--- src/rtl/decrypted_message_reader_if.sv ---
// Byte-stream handshake bundle carrying the recovered frame out of the reader.
interface decrypted_message_reader_if #(
  parameter int RAM_WIDTH = 8
);
  logic [RAM_WIDTH-1:0] oData;
  logic                 oValid;
  logic                 oReady;
  logic                 oLast;

  modport master (output oData, output oValid, output oLast, input oReady);
  modport slave  (input oData, input oValid, input oLast, output oReady);
endinterface

--- src/rtl/decrypted_message_reader.sv ---
// Streams the recovered key followed by the decrypted message RAM contents
// as one valid/ready byte frame, or raises a sticky failure flag when the
// key search ends without success.
module decrypted_message_reader #(
  parameter int RAM_WIDTH          = 8,
  parameter int KEY_LENGTH         = 3,
  parameter int MESSAGE_LENGTH     = 32,
  parameter int MESSAGE_LOG_LENGTH = 5
) (
  input  logic                          clk,
  input  logic                          reset,
  input  logic                          terminated,
  input  logic                          succeeded,
  input  logic [KEY_LENGTH*8-1:0]       key,
  output logic [MESSAGE_LOG_LENGTH-1:0] aAddr,
  input  logic [RAM_WIDTH-1:0]          aOut,
  decrypted_message_reader_if.master    stream,
  output logic                          busy,
  output logic                          done,
  output logic                          failed
);

  localparam int KIDX_W = (KEY_LENGTH > 1) ? $clog2(KEY_LENGTH) : 1;
  localparam logic [KIDX_W-1:0]             KIDX_LAST = KIDX_W'(KEY_LENGTH - 1);
  localparam logic [MESSAGE_LOG_LENGTH-1:0] IDX_LAST  = MESSAGE_LOG_LENGTH'(MESSAGE_LENGTH - 1);

  typedef enum logic [2:0] {IDLE, KEY, FETCH, CAPTURE, SEND, DONE} state_t;

  state_t                        state, state_n;
  logic                          term_q;
  logic [KEY_LENGTH*8-1:0]       key_q, key_n;
  logic [MESSAGE_LOG_LENGTH-1:0] idx, idx_n;
  logic [KIDX_W-1:0]             kidx, kidx_n;
  logic [RAM_WIDTH-1:0]          data_q, data_n;
  logic                          valid_q, valid_n;
  logic                          last_q, last_n;
  logic [MESSAGE_LOG_LENGTH-1:0] addr_q, addr_n;
  logic                          busy_q, busy_n;
  logic                          failed_q, failed_n;
  logic [7:0]                    key_byte_n;

  logic trigger, handshake, last_msg;

  assign trigger   = terminated && !term_q && (state == IDLE);
  assign handshake = valid_q && stream.oReady;
  assign last_msg  = (idx == IDX_LAST);

  assign stream.oData  = data_q;
  assign stream.oValid = valid_q;
  assign stream.oLast  = last_q;
  assign aAddr         = addr_q;
  assign busy          = busy_q;
  assign failed        = failed_q;
  assign done          = (state == DONE);

  // Next key byte to present, counting down from the MSB byte
  always_comb begin
    key_byte_n = '0;
    for (int unsigned b = 0; b < KEY_LENGTH; b++) begin
      if (b == 32'(kidx) + 32'd1) key_byte_n = key_q[(KEY_LENGTH-1-b)*8 +: 8];
    end
  end

  // State register plus all registered stream/RAM outputs
  always_ff @(posedge clk) begin
    if (reset) begin
      state    <= IDLE;
      term_q   <= 1'b0;
      key_q    <= '0;
      idx      <= '0;
      kidx     <= '0;
      data_q   <= '0;
      valid_q  <= 1'b0;
      last_q   <= 1'b0;
      addr_q   <= '0;
      busy_q   <= 1'b0;
      failed_q <= 1'b0;
    end else begin
      state    <= state_n;
      term_q   <= terminated;
      key_q    <= key_n;
      idx      <= idx_n;
      kidx     <= kidx_n;
      data_q   <= data_n;
      valid_q  <= valid_n;
      last_q   <= last_n;
      addr_q   <= addr_n;
      busy_q   <= busy_n;
      failed_q <= failed_n;
    end
  end

  // Next-state sequencing: key bytes, then fetch/capture/send per message byte
  always_comb begin
    state_n = state;
    case (state)
      IDLE:    if (trigger) state_n = succeeded ? KEY : DONE;
      KEY:     if (handshake && (kidx == KIDX_LAST)) state_n = FETCH;
      FETCH:   state_n = CAPTURE;
      CAPTURE: state_n = SEND;
      SEND:    if (handshake) state_n = last_msg ? DONE : FETCH;
      DONE:    state_n = IDLE;
      default: state_n = IDLE;
    endcase
  end

  // Next values of the registered outputs and counters
  always_comb begin
    key_n    = key_q;
    idx_n    = idx;
    kidx_n   = kidx;
    data_n   = data_q;
    valid_n  = valid_q;
    last_n   = last_q;
    addr_n   = addr_q;
    busy_n   = busy_q;
    failed_n = failed_q;
    case (state)
      IDLE: begin
        if (trigger) begin
          key_n    = key;
          idx_n    = '0;
          kidx_n   = '0;
          busy_n   = 1'b1;
          failed_n = !succeeded;
          if (succeeded) begin
            valid_n = 1'b1;
            data_n  = RAM_WIDTH'(key[KEY_LENGTH*8-1 -: 8]);
          end
        end
      end
      KEY: begin
        if (handshake) begin
          if (kidx == KIDX_LAST) begin
            valid_n = 1'b0;
            // Address is also loaded here so a new frame starts at word 0
            // regardless of where the previous frame left it.
            addr_n  = idx;
          end else begin
            kidx_n = kidx + KIDX_W'(1);
            data_n = RAM_WIDTH'(key_byte_n);
          end
        end
      end
      CAPTURE: begin
        data_n  = aOut;
        valid_n = 1'b1;
        last_n  = last_msg;
      end
      SEND: begin
        if (handshake) begin
          valid_n = 1'b0;
          last_n  = 1'b0;
          if (!last_msg) begin
            idx_n  = idx + MESSAGE_LOG_LENGTH'(1);
            addr_n = idx + MESSAGE_LOG_LENGTH'(1);
          end
        end
      end
      DONE: busy_n = 1'b0;
      default: ;
    endcase
  end

endmodule

--- src/flat_wrapper.sv ---
// flat-port wrapper written by rule: the top's interface ports become plain ports
module decrypted_message_reader_flat 
#(
  parameter int RAM_WIDTH          = 8,
  parameter int KEY_LENGTH         = 3,
  parameter int MESSAGE_LENGTH     = 32,
  parameter int MESSAGE_LOG_LENGTH = 5
)
  (clk, reset, terminated, succeeded, key, aAddr, aOut, busy, done, failed, stream_oData, stream_oValid, stream_oLast, stream_oReady);
  decrypted_message_reader_if #(.RAM_WIDTH(RAM_WIDTH)) stream_i ();
  input  logic clk;
  input  logic reset;
  input  logic terminated;
  input  logic succeeded;
  input  logic [KEY_LENGTH*8-1:0] key;
  output logic [MESSAGE_LOG_LENGTH-1:0] aAddr;
  input  logic [RAM_WIDTH-1:0] aOut;
  output logic busy;
  output logic done;
  output logic failed;
  output wire logic [$bits(stream_i.oData)-1:0] stream_oData;
  output wire logic [$bits(stream_i.oValid)-1:0] stream_oValid;
  output wire logic [$bits(stream_i.oLast)-1:0] stream_oLast;
  input wire logic [$bits(stream_i.oReady)-1:0] stream_oReady;
  assign stream_oData = stream_i.oData;
  assign stream_oValid = stream_i.oValid;
  assign stream_oLast = stream_i.oLast;
  assign stream_i.oReady = stream_oReady;
  decrypted_message_reader #(.RAM_WIDTH(RAM_WIDTH), .KEY_LENGTH(KEY_LENGTH), .MESSAGE_LENGTH(MESSAGE_LENGTH), .MESSAGE_LOG_LENGTH(MESSAGE_LOG_LENGTH)) u_core (.clk(clk), .reset(reset), .terminated(terminated), .succeeded(succeeded), .key(key), .aAddr(aAddr), .aOut(aOut), .stream(stream_i), .busy(busy), .done(done), .failed(failed));
endmodule
--- config.mk ---
export PLATFORM = sky130hd
export DESIGN_NAME = decrypted_message_reader_flat
export DESIGN_NICKNAME = d
export VERILOG_FILES = /design/src/rtl/decrypted_message_reader_if.sv /design/src/rtl/decrypted_message_reader.sv /design/src/flat_wrapper.sv
export SDC_FILE = /design/constraint.sdc
export NUM_CORES = 1
export LEC_CHECK = 0
export BUFFER_PORTS_ARGS = -buffer_cell sky130_fd_sc_hd__buf_2
export CAP_MARGIN = 20
export CORE_MARGIN = 2
export CORE_UTILIZATION = 49
export CTS_CLUSTER_DIAMETER = 100
export DETAILED_ROUTE_END_ITERATION = 8
export PLACE_DENSITY_LB_ADDON = 0.1
export SYNTH_ARGS = -nofsm -noshare
export SYNTH_HDL_FRONTEND = slang
export SYNTH_SLANG_ARGS = --single-unit
--- constraint.sdc ---
create_clock -name clk -period 1.9 [get_ports clk]
set_clock_uncertainty 0.15 [all_clocks]
set_input_delay 0 -clock clk [delete_from_list [all_inputs] [get_ports clk]]
set_output_delay 0 -clock clk [all_outputs]
set_load 0.05 [all_outputs]
## Word level (Yosys, flattened, before mapping)

Cells that the tools add are included.

- Add/subtract/negate cells: 3
- Equal/unequal tests: 17
- Mux-type cells: 34
- Reductions and logical operators: 24

Operator list:

| cell | count |
|---|---|
| 2-to-1 mux 8 bit | 7 |
| equality test 1 x 32 -> 1 bit (first input constant) | 1 |
| equality test 2 x 32 -> 1 bit (first input constant) | 1 |
| logical NOT 32 bit | 1 |
| 2-to-1 mux 5 bit | 5 |
| case mux 8 bit (3 select lines) | 1 |
| case mux 5 bit (2 select lines) | 2 |
| 2-to-1 mux 3 bit | 5 |
| case mux 3 bit (5 select lines) | 1 |
| != test 2 x 1 -> 1 bit (second input constant) | 5 |
| AND reduction 5 bit | 2 |
| nonzero test 2 bit | 5 |
| AND reduction 4 bit | 2 |
| equality test 3 x 2 -> 1 bit (second input constant) | 2 |
| equality test 3 bit (second input constant) | 2 |
| 2-to-1 mux 1 bit | 6 |
| 2-to-1 mux 2 bit | 3 |
| != test 2 bit (second input constant) | 3 |
| AND reduction 2 bit | 3 |
| AND reduction 6 bit | 1 |
| adder 5 x 1 -> 5 bit (second input constant) | 1 |
| equality test 5 bit (second input constant) | 1 |
| logical AND 1 bit | 4 |
| case mux 1 bit (2 select lines) | 2 |
| 11 further kinds | 12 |

- Register bits after elaboration: 52
- Input bits: 37
- Word-level logic and storage cells: 89

## Depth between registers and ports, before layout

Gate-level depths: netlist of run 1.

- Depth in word-level cells: 8
- Depth in mapped cells: 8
- Mapped depth without buffers: 7

## Worst setup path after synthesis of run 1

OpenSTA, ideal clock, no wires.

- Path type: register -> register
- Start: register u_core.idx[0]
- End: register u_core.addr_q[1] (netlist: u_core.aAddr[1])
- Setup time: 88 ps
- Arrival time: 1880 ps
- Data required time: 1662 ps
- Path slack: -218 ps
- Cell stages (with the launch flop): 8
- Clock period less this slack: 2118 ps
- Path through: dfxtp_1 > ha_1 > and3_1 > ha_1 > or3b_4 > a21boi_4 > nor2_1 > a311oi_2

- Longest elaborated chain between the ends: 4
- Elaborated cells on any way between the ends: 7

Ends and longest elaborated chain:

| item | line | text |
|---|---|---|
| start, declared | decrypted_message_reader.sv:32 | `logic [MESSAGE_LOG_LENGTH-1:0] idx, idx_n;` |
| start signal, assigned | decrypted_message_reader.sv:82 | `idx <= idx_n;` |
| adder 5 x 1 -> 5 bit | decrypted_message_reader.sv:156 | `addr_n = idx + MESSAGE_LOG_LENGTH'(1);` |
| 2-to-1 mux 5 bit | decrypted_message_reader.sv:154 | `if (!last_msg) begin` |
| 2-to-1 mux 5 bit | decrypted_message_reader.sv:151 | `if (handshake) begin` |
| case mux 5 bit (2 select lines) | decrypted_message_reader.sv:118 | `case (state)` |
| end signal, assigned | decrypted_message_reader.sv:87 | `addr_q <= addr_n;` |
| end, declared | decrypted_message_reader.sv:37 | `logic [MESSAGE_LOG_LENGTH-1:0] addr_q, addr_n;` |

Parallel ways exist; a longest one is shown, timed or not. The select of a mux whose other input is x is not followed.
A chain may end at the register's enable or synchronous reset.

## Final worst setup path of run 1

- Start: register u_core.state[0]
- End: register u_core.data_q[3] (netlist: u_core.stream.oData[3])

- Longest elaborated chain between the ends: 4
- Elaborated cells on any way between the ends: 11

Ends and longest elaborated chain:

| item | line | text |
|---|---|---|
| start, declared | decrypted_message_reader.sv:29 | `state_t state, state_n;` |
| start signal, assigned | decrypted_message_reader.sv:79 | `state <= state_n;` |
| logical NOT 3 bit | decrypted_message_reader.sv:44, decrypted_message_reader.sv:118 |  |
| logical AND 1 bit | decrypted_message_reader.sv:44 | `assign trigger = terminated && !term_q && (state == IDLE);` |
| != test 2 x 1 -> 1 bit (no line) | -- |  |
| AND reduction 5 bit (no line) | -- |  |
| end signal, assigned | decrypted_message_reader.sv:84 | `data_q <= data_n;` |
| end, declared | decrypted_message_reader.sv:34 | `logic [RAM_WIDTH-1:0] data_q, data_n;` |

Parallel ways exist; a longest one is shown, timed or not.

==> run_results.csv, run 1 <==
group,metric,value,unit
setup_path,required,1.97,ns
timing,rsz0062_at_grt,"yes",
die,initial_utilization,50.38,%
setup_path,r2r-start,"u_core.state[0]$_SDFFE_PP0P_",
global_route,grt_antenna_before_repair,0,
detailed_routing,routedWlPerCell,15.17,um
cts,ctsHtreeMaxLevel,2,
placed_design,gp_congestion,0.8439,
global_route,grt_overflow_total,0,
detailed_routing,highest-signal-layer,"met4",
logic_synthesis,ys_types,61,
logic_synthesis,synth_compound_area_share,27.17,%
layout,mostFrequentLayoutCell,"nand2_1",
layout,area_growth_syn_to_layout,35.94,%
logic_synthesis,yosys.area_share.simple,22.92,%
logic_synthesis,synth-seq-cells,52,
setup_path,cp_max_fo,11,
die,core,5439,um^2
hold_path,hp-class,"in2reg",
die,boundaryPins,55,
logic_synthesis,ys_warn_count,0,
cts,cts_inserted_buffers,5,
die,die_w,78.78,um
logic_synthesis,synth_top_area_share,37.99,%
global_route,grt_pass1_wl,11950,um
timing,fin_ws,-0.01200,ns
setup_path,endpoint,"u_core.stream.oData[3]$_SDFFE_PP0P_",
logic_synthesis,dominantRegCellSynth,"dfxtp_1",
detailed_routing,num_vias,2678,
detailed_routing,dr.pass1.iters,4,
logic_synthesis,synth_top_cells_by_area,"dfxtp_1 38%, nand2_1 7.7%, a21oi_1 5.8%",
layout,antenna-diode-count,0,
timing,finalHoldViolations,0,
setup_path,critical_path_class,"reg2reg",
detailed_routing,drtIter0Drc,211,
cts,cts_tree,"built",
run,drv_cap,0,
setup_path,reg2reg_depth,4,
timing,period_needed,1.912,ns
pwr,cellPowerDensity,703.9,nW/um^2
detailed_routing,wl_met1,3494,um
logic_synthesis,syn_avg_cell_area,8.699,um^2
setup_path,r2r_end,"u_core.stream.oData[3]$_SDFFE_PP0P_",
timing,slew_violations,0,
cts,postCtsSetupBuffers,0,
timing,fmax,523.0,MHz
placed_design,portBuffers,54,
setup_path,cp-start-kind,"flop",
setup_path,ff2ff_setup_slack,-0.01,ns
placed_design,place_ws,-0.1201,ns
cts,clkLatencyLatePin,0.31,ns
layout,most-common-layout-cells,"56 x nand2_1, 54 x buf_2, 47 x dfxtp_1, 35 x dlygate4sd3_1, 32 x a21oi_1",
logic_synthesis,synth_area,2740,um^2
run_status,violations,"negative setup slack",
layout,drive_above_1_share,29.90,%
logic_synthesis,synth-seq-area-share,37.99,%
cts,clk_path_buf_depth,2,
run_status,outcome,"finished, violations left",
cts,root_buffer,"clkbuf_8",
setup_path,critPathCaptureType,"flop",
timing,whs,0.02790,ns
logic_synthesis,synthAdderAreaFrac,3.653,%
global_route,grt_max_degree,37,
die,die_area,6206,um^2
detailed_routing,via_per_inst,5.465,
detailed_routing,wl_met3,364,um
detailed_routing,routed_wl,7435,um
global_route,grt_pass1_vias,2409,
detailed_routing,ant_nets,0,
timing,finalCritPeriodShare,100.6,%
die,die_h,78.78,um
setup_path,cp-startpoint,"u_core.state[0]$_SDFFE_PP0P_",
timing,tightest_slew,0.4448,ns
cts,cts.sinks,52,
layout,finalNetCount,462,
pwr,ir_drop,0.3902,mV
cts,clk_pin_slew,0.10,ns
setup_path,arrival,1.99,ns
detailed_routing,route.met2.wl,3507,um
logic_synthesis,synth_top_family_by_area,"compound AO/OA/AOI/OAI gates",
detailed_routing,drc,0,
timing,slew_headroom,70.31,%
logic_synthesis,synthMuxAreaShare,0,%
die,rows,27,
pwr,p_leak,1.487,nW
placed_design,dp_hpwl,5029,um
logic_synthesis,synth_edf_count,0,
logic_synthesis,async_flop_share,0,%
timing,setup_viol_count_final,3,
logic_synthesis,synth_nets,360,
global_route,grt_use_total,24.37,%
logic_synthesis,synth-xor-area-share,0.6393,%
logic_synthesis,syn_inst,315,
logic_synthesis,yosys.area.top_type,"dfxtp_1",
==> critical path: stages, from the launching register on <==
cell,delay (ns)
dfxtp_1,0.58
buf_4,0.19
and2_1,0.39
a31oi_1,0.22
a221oi_2,0.29
==> worst min-delay path by stage <==
stage / from / endpoint / slack (ns) / cells past startpoint
after floorplan: terminated / u_core.term_q$_SDFF_PP0_ / -0.02 / 1
after global placement: key[7] / u_core.key_q[7]$_SDFFE_PP0P_ / 0.09 / 3
after detailed placement: key[12] / u_core.key_q[12]$_SDFFE_PP0P_ / 0.1 / 3
after CTS: aOut[3] / u_core.stream.oData[3]$_SDFFE_PP0P_ / 0.02 / 3
after global routing: aOut[7] / u_core.stream.oData[7]$_SDFFE_PP0P_ / 0.04 / 3
final: aOut[7] / u_core.stream.oData[7]$_SDFFE_PP0P_ / 0.03 / 3
==> kinds of logic (layout without fill, tap and decap cells) <==
logic type,count (synthesis),after routing
and+or+nand+nor,119,119
AOI/OAI and AO/OA,97,98
DFF,52,52
buffers and inverters,37,139
adders and majority gates,8,8
xor gates and xnor gates,2,2
==> per-layer routing <==
| metal | vias up | global-route usage [%] |
|---|---|---|
| li1 | 1338 | - |
| met1 | 1255 | 34.75 |
| met2 | 77 | 38.12 |
| met3 | 8 | 4.091 |
| met4 | 0 | 6.491 |
| met5 | - | 0 |
==> metrics by stage <==
step / power, mW / util, % / std cells / area, um^2 / TNS (ns)
floorplan: 1.620 / - / 315 / 2773 / -0.3165
global placement: 1.779 / 59.14 / 446 / 3217 / -0.3424
detailed placement: 1.787 / 59.14 / 446 / 3217 / -0.8079
CTS: 2.629 / 67.98 / 489 / 3697 / -0.02667
global route: 2.742 / 68.48 / 490 / 3725 / -0.6439
finish: 2.622 / 68.48 / 490 / 3725 / -0.02319
==> power breakdown <==
group	switching, mW	leakage (nW)	total [mW]	internal [mW]
Sequential	0.0451	0.427	1.20	1.15
Combinational	0.362	1.00	0.639	0.277
Clock	0.385	0.0600	0.785	0.400
Total	0.792	1.49	2.62	1.83
==> sequential cells by signal (all words and copies together), names as in the netlist <==
signal and cells:
u_core.key_q 24, u_core.stream.oData 8, u_core.aAddr 5, u_core.idx 5, u_core.state 3, u_core.kidx 2
u_core.busy 1, u_core.failed 1, u_core.stream.oLast 1, u_core.stream.oValid 1, u_core.term_q 1
==> synth_stat cells (all sizes together), types with 2 or more instances <==
cell type / count
nand4: 2
nor2b: 14
nor3: 2
a221oi: 8
a21boi: 3
and3b: 2
a31oi: 10
dfxtp: 52
nand4b: 3
a221o: 8
nand3b: 2
a211oi: 3
buf: 14
nor2: 12
and3: 2
a311oi: 10
and2: 2
nand3: 6
clkbuf: 9
o211a: 2
nand2: 57
ha: 8
o21ai: 8
a21oi: 32
o31ai: 2
or3b: 2
inv: 14
nand2b: 9
or3: 2
==> final cells by class <==
| cell class | count | area [um^2] |
|---|---|---|
| clock buffer | 5 | 68.82 |
| clock inverter | 3 | 46.29 |
| fill | 466 | 1714 |
| inverter | 14 | 57.56 |
| multi-input combinational | 227 | 1559 |
| sequential | 52 | 1047 |
| tap | 72 | 90.09 |
| timing repair buffer | 117 | 855.8 |
==> what timing repair did <==
| action | in CTS | in global routing |
|---|---|---|
| setup endpoints to repair | 13 | 20 |
| pin swaps | 3 | 0 |
| hold buffers | 34 | 1 |
| gates resized for setup | 4 | 6 |
| gates cloned | 1 | 0 |
| hold endpoints to repair | 36 | 1 |
Power figures use the tool's default switching activity.
==> run 2: changes to the inputs <==
Settings changed: CORE_UTILIZATION 49 to 45.
==> run_results.csv, run 2 (synthesis results as in run 1) <==
group,metric,value,unit
setup_path,endpoint,"u_core.aAddr[1]$_SDFFE_PP0P_",
layout,largest_reg_flops,24,
die,die_h,82.04,um
timing,setup_viol_count_final,2,
pwr,finalPower,2.645,mW
layout,finalNetCount,472,
cts,ctsHtreeMaxLevel,2,
run_status,outcome,"finished, violations left",
setup_path,crit_cells,7,
layout,drive_above_1_share,31.54,%
placed_design,gp_congestion,0.8143,
detailed_routing,drc,0,
global_route,grt_overflow_total,0,
cts,clk_pin_slew,0.10,ns
die,die_w,82.04,um
setup_path,cp_max_fo,5,
pwr,ir_drop,0.3023,mV
timing,period_needed,1.943,ns
timing,rsz0062_at_grt,"yes",
layout,mostFrequentLayoutCell,"nand2_1",
global_route,grt_pass1_vias,2518,
layout,regMostFlops,"u_core.key_q",
detailed_routing,routedWlPerCell,15.07,um
detailed_routing,drtIter0Drc,111,
setup_path,critPathCaptureType,"flop",
setup_path,arrival,2.02,ns
layout,final_area,3822,um^2
global_route,grt_use_total,23.51,%
timing,tightest_slew,0.4634,ns
global_route,grt_pass1_wl,12280,um
global_route,grt_max_degree,31,
detailed_routing,ant_nets,0,
hold_path,hp-class,"in2reg",
run,drv_cap,0,
detailed_routing,via_per_inst,5.326,
timing,slew_violations,0,
setup_path,crit_top_cell,"ha_4",
setup_path,required,1.98,ns
pwr,p_leak,1.539,nW
placed_design,dpl-instance-area,3231,um^2
cts,root_buffer,"clkbuf_8",
setup_path,crit_family,"simple AND/OR/NAND/NOR gates",
setup_path,crit_chain,"ha_4 -> and3_4 -> ha_4 -> or3b_4 -> a21boi_4 -> nor2_1 -> a311oi_2",
pwr,cellPowerDensity,692.0,nW/um^2
layout,antenna-diode-count,0,
placed_design,portBuffers,54,
timing,finalCritPeriodShare,102.3,%
cts,cts_inserted_buffers,5,
setup_path,cp_slowest_cell,"or3b_4",
detailed_routing,dr.pass1.iters,4,
detailed_routing,num_vias,2679,
setup_path,r2r_end,"u_core.aAddr[1]$_SDFFE_PP0P_",
setup_path,cp-start-kind,"flop",
setup_path,ff2ff_setup_slack,-0.04,ns
setup_path,r2r-start,"u_core.idx[1]$_SDFFE_PP0P_",
setup_path,reg2reg_depth,7,
global_route,grt_antenna_before_repair,0,
cts,cts_tree,"built",
timing,finalHoldViolations,0,
cts,clkLatencyLatePin,0.31,ns
cts,cts.sinks,52,
die,boundaryPins,55,
die,rows,28,
timing,slew_headroom,69.11,%
placed_design,dp_hpwl,5117,um
detailed_routing,routed_wl,7582,um
timing,fmax,514.6,MHz
setup_path,max_stage_delay,0.41,ns
cts,clk_path_buf_depth,2,
die,die_area,6730,um^2
setup_path,critical_path_class,"reg2reg",
setup_path,cp_num_buf_inv,0,
run_status,violations,"negative setup slack",
timing,fin_ws,-0.04344,ns
layout,area_growth_syn_to_layout,39.50,%
die,initial_utilization,46.56,%
setup_path,cp-startpoint,"u_core.idx[1]$_SDFFE_PP0P_",
die,core,5886,um^2
timing,whs,0.06702,ns
layout,most-common-layout-cells,"56 x nand2_1, 54 x buf_2, 47 x dfxtp_1, 37 x dlygate4sd3_1, 34 x buf_4",
## run 2: how the worst min path moves through the flow
stage          cells past startpoint                            to  slack (ns)     startpoint
4_1_cts                            5    u_core.idx[2]$_SDFFE_PP0P_        0.04  stream_oReady
6_report                           5    u_core.idx[2]$_SDFFE_PP0P_        0.07  stream_oReady
3_3_place_gp                       3  u_core.key_q[9]$_SDFFE_PP0P_        0.09         key[9]
5_1_grt                            4  u_core.state[1]$_SDFFE_PP0P_         0.1  stream_oReady
3_5_place_dp                       3  u_core.key_q[0]$_SDFFE_PP0P_         0.1         key[0]
2_1_floorplan                      1      u_core.term_q$_SDFF_PP0_       -0.02     terminated
## run 2: power by group
group | internal [mW] | switching (mW) | total, mW
logic | 0.282 | 0.368 | 0.650
clock network | 0.400 | 0.399 | 0.799
registers | 1.15 | 0.0438 | 1.20
total | 1.83 | 0.810 | 2.65
## run 2: repair_timing
item | 4_1_cts | 5_1_grt
hold buffers | 37 | 0
setup endpoints to repair | 14 | 21
hold endpoints to repair | 39 | 0
gates cloned | 1 | 0
pin swaps | 5 | 5
setup buffers | 3 | 2
resized for setup | 4 | 13
## run 2: worst min-delay path: cells and delay by family
kind | cells | cell delay (ns)
AOI/OAI and AO/OA | 1 | 0.06
buffers and inverters | 1 | 0.13
and+or+nand+nor | 3 | 0.29
## run 2: final cells by class
cell class,instances,area (um^2)
fill,508,2063
multi-input combinational,227,1579
sequential,52,1050
timing repair buffer,127,927.1
tap,75,93.84
clock buffer,5,68.82
inverter,14,57.56
clock inverter,3,46.29
## run 2: per-stage QoR
stage	TNS (ns)	util, %	cells	setup WS [ns]
after floorplan	-0.3165	-	315	-0.08842
after global placement	-0.4274	54.89	452	-0.09886
after detailed placement	-1.067	54.89	452	-0.1644
after CTS	-0.02915	63.86	501	-0.01097
after global routing	-0.2887	64.94	503	-0.1027
final	-0.05804	64.94	503	-0.04344
## run 2: metal layers
metal / wire length, um / global-route usage (%)
met1: 3857 / 34.69
met4: 44 / 5.667
met5: 0 / 0
met3: 256 / 2.967
met2: 3424 / 36.26
==> run 3: changes to the inputs <==
Settings changed: REMOVE_ABC_BUFFERS set to 1.
Clock period 1.9 ns to 2.3 ns, I/O delays scaled along.
==> run_results.csv, run 3 (synthesis results as in run 1) <==
group,metric,value,unit
setup_path,arrival,2.27,ns
detailed_routing,num_vias,2596,
layout,antenna-diode-count,0,
timing,finalCritPeriodShare,94.86,%
detailed_routing,via_per_inst,5.442,
cts,clk_path_buf_depth,2,
hold_path,hold_end,"u_core.stream.oData[3]$_SDFFE_PP0P_",
setup_path,reg2reg_depth,7,
die,die_h,82.04,um
timing,fmax,458.3,MHz
layout,utilization,59.78,%
placed_design,dp_hpwl,4679,um
timing,slew_headroom,61.35,%
timing,period_needed,2.182,ns
global_route,groute.layer.met1.usage,29.21,%
global_route,busiest_layer,"met2",
timing,setup_viol_count_final,0,
global_route,grt_pass1_wl,11430,um
setup_path,critical_path_class,"reg2reg",
cts,cts.sinks,52,
layout,most-common-layout-cells,"56 x nand2_1, 54 x buf_2, 52 x dfxtp_1, 34 x dlygate4sd3_1, 32 x a21oi_1",
layout,largest_reg_flops,24,
pwr,p_seq_share,48.7,%
die,die_w,82.04,um
global_route,grt_antenna_before_repair,0,
pwr,switching_share,31.17,%
setup_path,critPathCaptureType,"flop",
setup_path,r2r_end,"u_core.aAddr[1]$_SDFFE_PP0P_",
global_route,grt_overflow_total,0,
global_route,grtUsageMet2,37.72,%
cts,root_buffer,"clkbuf_8",
cts,ctsHtreeMaxLevel,2,
setup_path,ff2ff_setup_slack,0.12,ns
pwr,ir_drop,0.3247,mV
setup_path,cp-start-kind,"flop",
pwr,clkPwrFrac,27.2,%
layout,area_growth_syn_to_layout,28.40,%
hold_path,min_path_cells,3,
pwr,cellPowerDensity,577.7,nW/um^2
die,rows,28,
placed_design,portBuffers,54,
detailed_routing,drtIter0Drc,148,
die,initial_utilization,46.56,%
layout,mostFrequentLayoutCell,"nand2_1",
pwr,p_leak,1.395,nW
hold_path,min_from,"aOut[3]",
detailed_routing,dr.pass1.iters,4,
timing,slew_violations,0,
setup_path,cp_max_fo,5,
cts,cts_tree,"built",
timing,rsz0062_at_grt,"no",
run_status,outcome,"complete, no violations",
detailed_routing,routed_wl,7101,um
hold_path,hp-class,"in2reg",
pwr,finalPower,2.033,mW
setup_path,r2r-start,"u_core.idx[0]$_SDFFE_PP0P_",
timing,finalHoldViolations,0,
timing,tightest_slew,0.5798,ns
setup_path,required,2.38,ns
run,drv_cap,0,
timing,whs,0.01660,ns
die,die_area,6730,um^2
cts,cts_inserted_buffers,5,
detailed_routing,drc,0,
layout,regMostFlops,"u_core.key_q",
global_route,grt_use_total,22.16,%
pwr,p_comb_share,24.1,%
pwr,power.switching,0.6336,mW
detailed_routing,ant_nets,0,
cts,clk_pin_slew,0.10,ns
timing,setup_tns,0,ns
placed_design,placed_cells,434,
cts,clkLatencyLatePin,0.31,ns
die,core,5886,um^2
global_route,grt_max_degree,27,
global_route,grt_pass1_vias,2438,
detailed_routing,routedWlPerCell,14.89,um
global_route,grtUsageMet3,3.516,%
placed_design,gp_congestion,0.7957,
pwr,p_int,1.399,mW
layout,finalNetCount,447,
layout,final_cells,477,
layout,drive_above_1_share,24.38,%
die,boundaryPins,55,
-- run 3: changes by cell type in the layout (fill, tap and decap cells not counted), sizes merged --
cell	previous run	this run
buf	90	68
bufinv	1	0
clkbuf	5	6
dlygate4sd3	37	34
inv	15	14
-- run 3: area by class of cell --
class	instances	area (um^2)
fillers	549	2367
inverters	14	57.56
multi-input cells	227	1506
well taps	75	93.84
flip-flops and latches	52	1041
repair buffers	102	728.2
clock inverters	1	8.758
clock buffers	6	82.58
-- run 3: timing repair --
item,in CTS,in global routing
resized for setup,0,1
endpoints found under the hold margin,36,0
setup endpoints to repair,0,4
buffers inserted,0,1
hold buffers,34,0
-- run 3: worst max-delay path by stage --
stage                               start                      endpoint  cells after the start
5_1_grt        u_core.idx[0]$_SDFFE_PP0P_  u_core.aAddr[1]$_SDFFE_PP0P_                      7
6_report       u_core.idx[0]$_SDFFE_PP0P_  u_core.aAddr[1]$_SDFFE_PP0P_                      7
2_1_floorplan  u_core.idx[0]$_SDFFE_PP0P_  u_core.aAddr[1]$_SDFFE_PP0P_                      7
3_5_place_dp   u_core.idx[0]$_SDFFE_PP0P_  u_core.aAddr[4]$_SDFFE_PP0P_                      7
3_3_place_gp   u_core.idx[0]$_SDFFE_PP0P_  u_core.aAddr[4]$_SDFFE_PP0P_                      7
4_1_cts        u_core.idx[0]$_SDFFE_PP0P_  u_core.aAddr[4]$_SDFFE_PP0P_                      7
-- run 3: per-stage QoR --
step | setup slack (ns) | instance area (um^2)
after floorplan | 0.1820 | 2589
after global placement | 0.1219 | 3063
after detailed placement | 0.07013 | 3063
after CTS | 0.04751 | 3495
after global routing | 0.01100 | 3518
final | 0.1182 | 3518
-- run 3: worst max-delay path, stage by stage (launching register included) --
cell      delay, ns
dfxtp_1        0.34
ha_1           0.24
and3_1         0.20
ha_1           0.23
or3b_4         0.42
a21boi_4       0.22
nor2_1         0.08
a311oi_2       0.22
-- run 3: metal layers --
layer  wire [um]  up-vias
li1            -     1312
met1        3309     1220
met2        3469       60
met5           0        -
met4          39        0
met3         283        4
-- run 3: power groups by stage --
stage	Clock (mW)	Combinational, mW	Sequential [mW]
after floorplan	0	0.217	1.08
after global placement	0	0.441	1.01
after detailed placement	0	0.446	1.01
after CTS	0.567	0.490	0.990
after global routing	0.591	0.536	0.998
final	0.553	0.490	0.990
